===== src/rtl/tinynpu_pkg.sv =====
// Shared TinyNPU encodings: host command opcodes, controller state codes
// and the command sequencer state enum.
package tinynpu_pkg;

    localparam logic [1:0] CMD_LDX   = 2'd0;
    localparam logic [1:0] CMD_LDW   = 2'd1;
    localparam logic [1:0] CMD_RUN   = 2'd2;
    localparam logic [1:0] CMD_DRAIN = 2'd3;

    localparam logic [1:0] ST_LD0 = 2'd0;
    localparam logic [1:0] ST_MAC = 2'd1;
    localparam logic [1:0] ST_LD1 = 2'd2;
    localparam logic [1:0] ST_OUT = 2'd3;

    typedef enum logic [2:0] {
        SEQ_IDLE,
        SEQ_LDX,
        SEQ_LDW,
        SEQ_RUN_REQ,
        SEQ_RUN_WAIT,
        SEQ_DRAIN
    } seq_state_t;

endpackage


===== src/rtl/tinynpu_word_cnt.sv =====
// Loadable up-counter with a terminal-count compare against tc_val.
// Latency: load/increment visible one cycle later; at_tc is combinational from cnt.
// Backpressure: none; the caller gates inc.
module tinynpu_word_cnt #(
    parameter int W = 3
) (
    input  logic         clk,
    input  logic         rst,
    input  logic         ld,
    input  logic [W-1:0] ld_val,
    input  logic         inc,
    input  logic [W-1:0] tc_val,
    output logic [W-1:0] cnt,
    output logic         at_tc
);

    always_ff @(posedge clk) begin
        if (!rst) begin
            cnt <= '0;
        end else if (ld) begin
            cnt <= ld_val;
        end else if (inc) begin
            cnt <= cnt + 1'b1;
        end
    end

    assign at_tc = (cnt == tc_val);

endmodule


===== src/rtl/tinynpu_cmd_seq.sv =====
// Host command sequencer: turns LDX/LDW/RUN/DRAIN commands into TinyNPU controller strobes.
// Latency: load strobes combinational from data; resp_val one cycle after the terminating event.
// Backpressure: cmd_rdy only in IDLE, data_rdy only while loading; optional TINYNPU_CMD_SEQ_PERF_EN adds run_cycles.
module tinynpu_cmd_seq
    import tinynpu_pkg::*;
#(
    parameter int SIZE   = 4,
    parameter int DATA_W = 8
) (
    input  logic                     clk,
    input  logic                     rst,
    input  logic                     cmd_val,
    output logic                     cmd_rdy,
    input  logic [1:0]               cmd_op,
    input  logic [$clog2(SIZE)-1:0]  cmd_row,
    input  logic [$clog2(SIZE):0]    cmd_len,
    input  logic                     data_val,
    output logic                     data_rdy,
    input  logic [DATA_W-1:0]        data,
    input  logic [1:0]               ctrl_state,
    output logic [DATA_W-1:0]        load_data,
    output logic                     x_load_val,
    output logic                     w_load_val,
    output logic [$clog2(SIZE)-1:0]  w_load_sel,
    output logic                     mac_val,
    output logic                     out_val,
    output logic                     resp_val,
    output logic                     busy
`ifdef TINYNPU_CMD_SEQ_PERF_EN
    ,
    output logic [31:0]              run_cycles
`endif
);

    localparam int RW = $clog2(SIZE);
    localparam int LW = RW + 1;
    localparam logic [LW-1:0] SIZE_L = LW'(SIZE);

    seq_state_t       state;
    logic [RW-1:0]    row_q;
    logic [LW-1:0]    len_q;
    logic             resp_q;
    logic [LW-1:0]    eff_len;
    logic [LW-1:0]    wcnt;
    logic             wcnt_last;
    logic             cmd_acc;
    logic             word_acc;
    logic             loading;
    logic             unused_wcnt;

    assign eff_len  = (cmd_len > SIZE_L) ? SIZE_L : cmd_len;
    assign cmd_acc  = cmd_val & cmd_rdy;
    assign word_acc = data_val & data_rdy;

    // Terminal count is eff_len-1; in IDLE len_q may be 0 but the compare is ignored there.
    tinynpu_word_cnt #(.W(LW)) u_wcnt (
        .clk    (clk),
        .rst    (rst),
        .ld     (cmd_acc),
        .ld_val ('0),
        .inc    (word_acc),
        .tc_val (len_q - 1'b1),
        .cnt    (wcnt),
        .at_tc  (wcnt_last)
    );
    assign unused_wcnt = ^wcnt;

    always_ff @(posedge clk) begin
        if (!rst) begin
            state  <= SEQ_IDLE;
            row_q  <= '0;
            len_q  <= '0;
            resp_q <= 1'b0;
        end else begin
            resp_q <= 1'b0;
            case (state)
                SEQ_IDLE: begin
                    if (cmd_val) begin
                        row_q <= cmd_row;
                        len_q <= eff_len;
                        case (cmd_op)
                            CMD_LDX: begin
                                if (eff_len == '0) resp_q <= 1'b1;
                                else               state  <= SEQ_LDX;
                            end
                            CMD_LDW: begin
                                if (eff_len == '0) resp_q <= 1'b1;
                                else               state  <= SEQ_LDW;
                            end
                            CMD_RUN:   state <= SEQ_RUN_REQ;
                            default:   state <= SEQ_DRAIN;
                        endcase
                    end
                end
                SEQ_LDX, SEQ_LDW: begin
                    if (data_val && wcnt_last) begin
                        state  <= SEQ_IDLE;
                        resp_q <= 1'b1;
                    end
                end
                SEQ_RUN_REQ: begin
                    if (ctrl_state == ST_MAC) state <= SEQ_RUN_WAIT;
                end
                SEQ_RUN_WAIT: begin
                    // LD1 marks the end of the run even while write-back is still in flight.
                    if (ctrl_state == ST_LD1) begin
                        state  <= SEQ_IDLE;
                        resp_q <= 1'b1;
                    end
                end
                SEQ_DRAIN: begin
                    if (ctrl_state == ST_OUT) begin
                        state  <= SEQ_IDLE;
                        resp_q <= 1'b1;
                    end
                end
                default: state <= SEQ_IDLE;
            endcase
        end
    end

    assign loading    = (state == SEQ_LDX) || (state == SEQ_LDW);
    assign cmd_rdy    = (state == SEQ_IDLE);
    assign data_rdy   = loading;
    assign busy       = (state != SEQ_IDLE);
    assign load_data  = loading ? data : '0;
    assign x_load_val = (state == SEQ_LDX) && data_val;
    assign w_load_val = (state == SEQ_LDW) && data_val;
    assign w_load_sel = row_q;
    assign mac_val    = (state == SEQ_RUN_REQ);
    assign out_val    = (state == SEQ_DRAIN);
    assign resp_val   = resp_q;

`ifdef TINYNPU_CMD_SEQ_PERF_EN
    logic perf_sat;
    logic in_run;

    assign in_run = (state == SEQ_RUN_REQ) || (state == SEQ_RUN_WAIT);

    tinynpu_word_cnt #(.W(32)) u_perf (
        .clk    (clk),
        .rst    (rst),
        .ld     (cmd_acc && (cmd_op == CMD_RUN)),
        .ld_val ('0),
        .inc    (in_run && !perf_sat),
        .tc_val ('1),
        .cnt    (run_cycles),
        .at_tc  (perf_sat)
    );
`endif

endmodule


===== config.mk =====
export PLATFORM = sky130hd
export DESIGN_NAME = tinynpu_cmd_seq
export DESIGN_NICKNAME = d
export VERILOG_FILES = /design/src/rtl/tinynpu_pkg.sv /design/src/rtl/tinynpu_word_cnt.sv /design/src/rtl/tinynpu_cmd_seq.sv
export SDC_FILE = /design/constraint.sdc
export NUM_CORES = 1
export LEC_CHECK = 0
export ABC_AREA = 1
export BUFFER_PORTS_ARGS = -buffer_cell sky130_fd_sc_hd__buf_2
export CORE_MARGIN = 10
export CORE_UTILIZATION = 46
export CTS_CLUSTER_DIAMETER = 50
export DETAILED_ROUTE_END_ITERATION = 6
export GPL_TIMING_DRIVEN = 0
export PLACE_DENSITY = 0.78
export SLEW_MARGIN = 20
export SYNTH_ARGS = -nofsm -noshare
export SYNTH_HDL_FRONTEND = slang
export SYNTH_SLANG_ARGS = --single-unit

===== constraint.sdc =====
create_clock -name clk -period 1.5 [get_ports clk]
set_input_delay 0.225 -clock clk [delete_from_list [all_inputs] [get_ports clk]]
set_output_delay 0.225 -clock clk [all_outputs]
set_load 0.005 [all_outputs]

==> results.yml <==
outcome:
  status: "complete, no violations"
synthesis:
  ys_ff_latch: 12
  synth_warnings: 0
  synth_cells: 142
  avgSynthCellArea_sq_um: 6.089
  synth_top_area_frac: 0.2779
  synth_cell_types: 16
  synth_common_cells: "31 x inv_1, 28 x nand2_1, 21 x nor2_1, 16 x nand3_1, 12 x dfxtp_1"
  synthesis.nets: 169
  ys.flop_type: "dfxtp_1"
  ys_async_sr_fraction: 0
  synth_edf_count: 0
  ys_top_cells_by_area: "dfxtp_1 28%, inv_1 13%, nand2_1 12%, nand3_1 9.3%, nor2_1 9.1%"
  synth.most_common_cell: "inv_1"
  synth_top_area_cell: "dfxtp_1"
  yosysSeqAreaShare: 0.2779
  synth_area_sq_um: 864.6
sta:
  final.setup.tns_ns: 0
  tightest_slew_ns: 0.2203
  slew_headroom: 0.8520
  max_freq_mhz: 692.7
  drv_slew: 0
  post-route-period-util: 0.9624
  holdWs_ns: 0.2008
  min_period_ns: 1.444
  layout_setup_ws_ns: 0.05634
  skew_ns: 0.003803
  hold_viol: 0
  grt_setup_unrepaired: "true"
  setup_viol_count_final: 0
routing:
  drc: 0
  initialDrtViolationCount: 28
  drt_pass1_iterations: 4
  wl_um: 2405
  wl_per_cell_um: 11.40
  ant_nets: 0
  routed_via_density: 4.910
  vias: 1036
worst_setup_path:
  cp_max_fo: 8
  cp.required_ns: 1.27
  cp-end-kind: "primary output"
  rrSetupSlack_ns: 0.09
  worstSetupPathType: "reg -> out"
  reg2reg_depth: 11
  arrival_ns: 1.22
  r2r-end: "state[2]"
  r2r_start: "len_q[0]"
  start_kind: "flop"
placed_design:
  hpwlAfterDp_um: 2028
  place_congestion: 0.7642
  dp_slack_ns: -0.03914
  placed_cells: 205
  io_buffers: 38
layout:
  multiInputGateArea_sq_um: 539.3
  antenna_cells: 0
  seqCellArea_sq_um: 247.7
  fillers: 166
  fin_cells: 211
  drive_above_1_share: 0.3656
  final_core_util: 0.6760
  fin_nets: 214
  syn2layout_area_growth_pct: 36.47
clocking:
  cts_root_buffer: "clkbuf_4"
  cts_max_level: 1
  cts_buffer_depth: 2
  cts_tree: "yes"
  cts.reportedPaths.clkPinSlew_ns: 0.08
  cts_buffers: 3
  clock-sinks: 12
  clock_insertion_delay_worst_skew_ns: 0.27
min_path:
  hp-start: "cmd_len[0]"
  hold_path_class: "in -> reg"
  hold_path_depth: 3
  hold_end: "len_q[0]"
die:
  fp-row-count: 15
  die_w_um: 63.36
  io_pins: 39
  die_h_um: 63.36
  core-area_sq_um: 1745
  dieArea_sq_um: 4014
  start_util: 0.4953
global_routing:
  antenna_found_initial: 0
  grt_pass1_vias: 1026
  grt.overflow.total: 0
  grt_max_degree: 9
  grt_pass1_wl_um: 4077
  grt_use_total: 0.1187
flow_run:
  drv_cap: 0
power_and_ir_drop:
  vdd_drop_max_uv: 812.9
  powerDensity_nw_per_um2: 1423
  p_leak_nw: 0.6669
## where the power goes
part           internal (mW)  total [mW]  switching (mW)
clock network          0.148       0.262           0.115
logic                  0.375       0.932           0.557
registers              0.403       0.484          0.0813
total                  0.926        1.68           0.753
## per-stage QoR
step           total power, mW  cell area (sq um)
2_1_floorplan            1.028              864.6
3_3_place_gp             1.293               1086
3_5_place_dp             1.325               1086
4_1_cts                  1.635               1141
5_1_grt                  1.849               1180
6_report                 1.679               1180
## metal layers
metal / GRT usage / part of all wire / vias up / routed length, um
met2: 0.1997 / 0.45 / 48 / 1078
met4: 0.04098 / 0.013 / 0 / 31
met3: 0.04770 / 0.099 / 5 / 238
li1: - / - / 525 / -
met1: 0.1313 / 0.44 / 458 / 1056
met5: 0 / 0 / - / 0
## sequential cells by signal (all words and copies together), names as in the netlist
name,count
len_q,3
state,3
u_wcnt.cnt,3
w_load_sel,2
resp_val,1
## worst max-delay path by stage
| stage | from | to | cells past startpoint |
|---|---|---|---|
| 2_1_floorplan | len_q[0] | state[0] | 11 |
| 3_3_place_gp | len_q[0] | state[2] | 11 |
| 3_5_place_dp | len_q[0] | state[2] | 10 |
| 4_1_cts | state[2] | load_data[3] | 6 |
| 5_1_grt | state[2] | load_data[7] | 6 |
| 6_report | state[2] | load_data[7] | 6 |
## cells in the final DEF (no fill, tap or decap)
cell type / n
dfxtp_4: 1
inv_2: 5
nand3b_1: 1
a211oi_1: 1
nor3_1: 1
or2_2: 1
nor2_1: 18
nor2_4: 1
nand2_1: 26
nand3_1: 15
clkbuf_8: 1
nor2_2: 4
dfxtp_2: 3
a21oi_1: 10
ha_1: 5
dfxtp_1: 8
ha_4: 1
clkbuf_4: 3
nand2_2: 4
nand2_4: 3
buf_4: 2
o21ai_0: 6
nand3_2: 1
buf_2: 38
inv_1: 27
## logic make-up (layout without fill, tap and decap cells)
logic type	after synthesis	in the layout	synth area share
AND/OR/NAND/NOR	75	75	0.3951
buffers and inverters	32	76	0.1389
AO/OA/AOI/OAI	17	17	0.1013
flip-flops	12	12	0.2779
adder cells (fa/ha/maj)	6	6	0.08683
## layout make-up
cell class / instances / share of cell area
Multi-Input combinational cell: 98 / 0.4571
Sequential cell: 12 / 0.2100
Clock buffer: 4 / 0.03075
Timing Repair Buffer: 40 / 0.1739
Inverter: 32 / 0.1018
Tap cell: 25 / 0.02651
## worst max-delay path: stages (launching register included)
cell and delay (ns):
dfxtp_4 0.37, nor2_4 0.13, nand2_2 0.08, nand2_4 0.07, inv_2 0.07, nor2_1 0.10, buf_2 0.13
## repair_timing
item	4_1_cts	5_1_grt
setup buffers	1	1
hold buffers	0	0
endpoints found under the setup margin	11	12
endpoints found under the hold margin	0	0
resized for setup	7	10
pin swaps	3	2
Note: power is estimated with default switching activity, not from simulation.
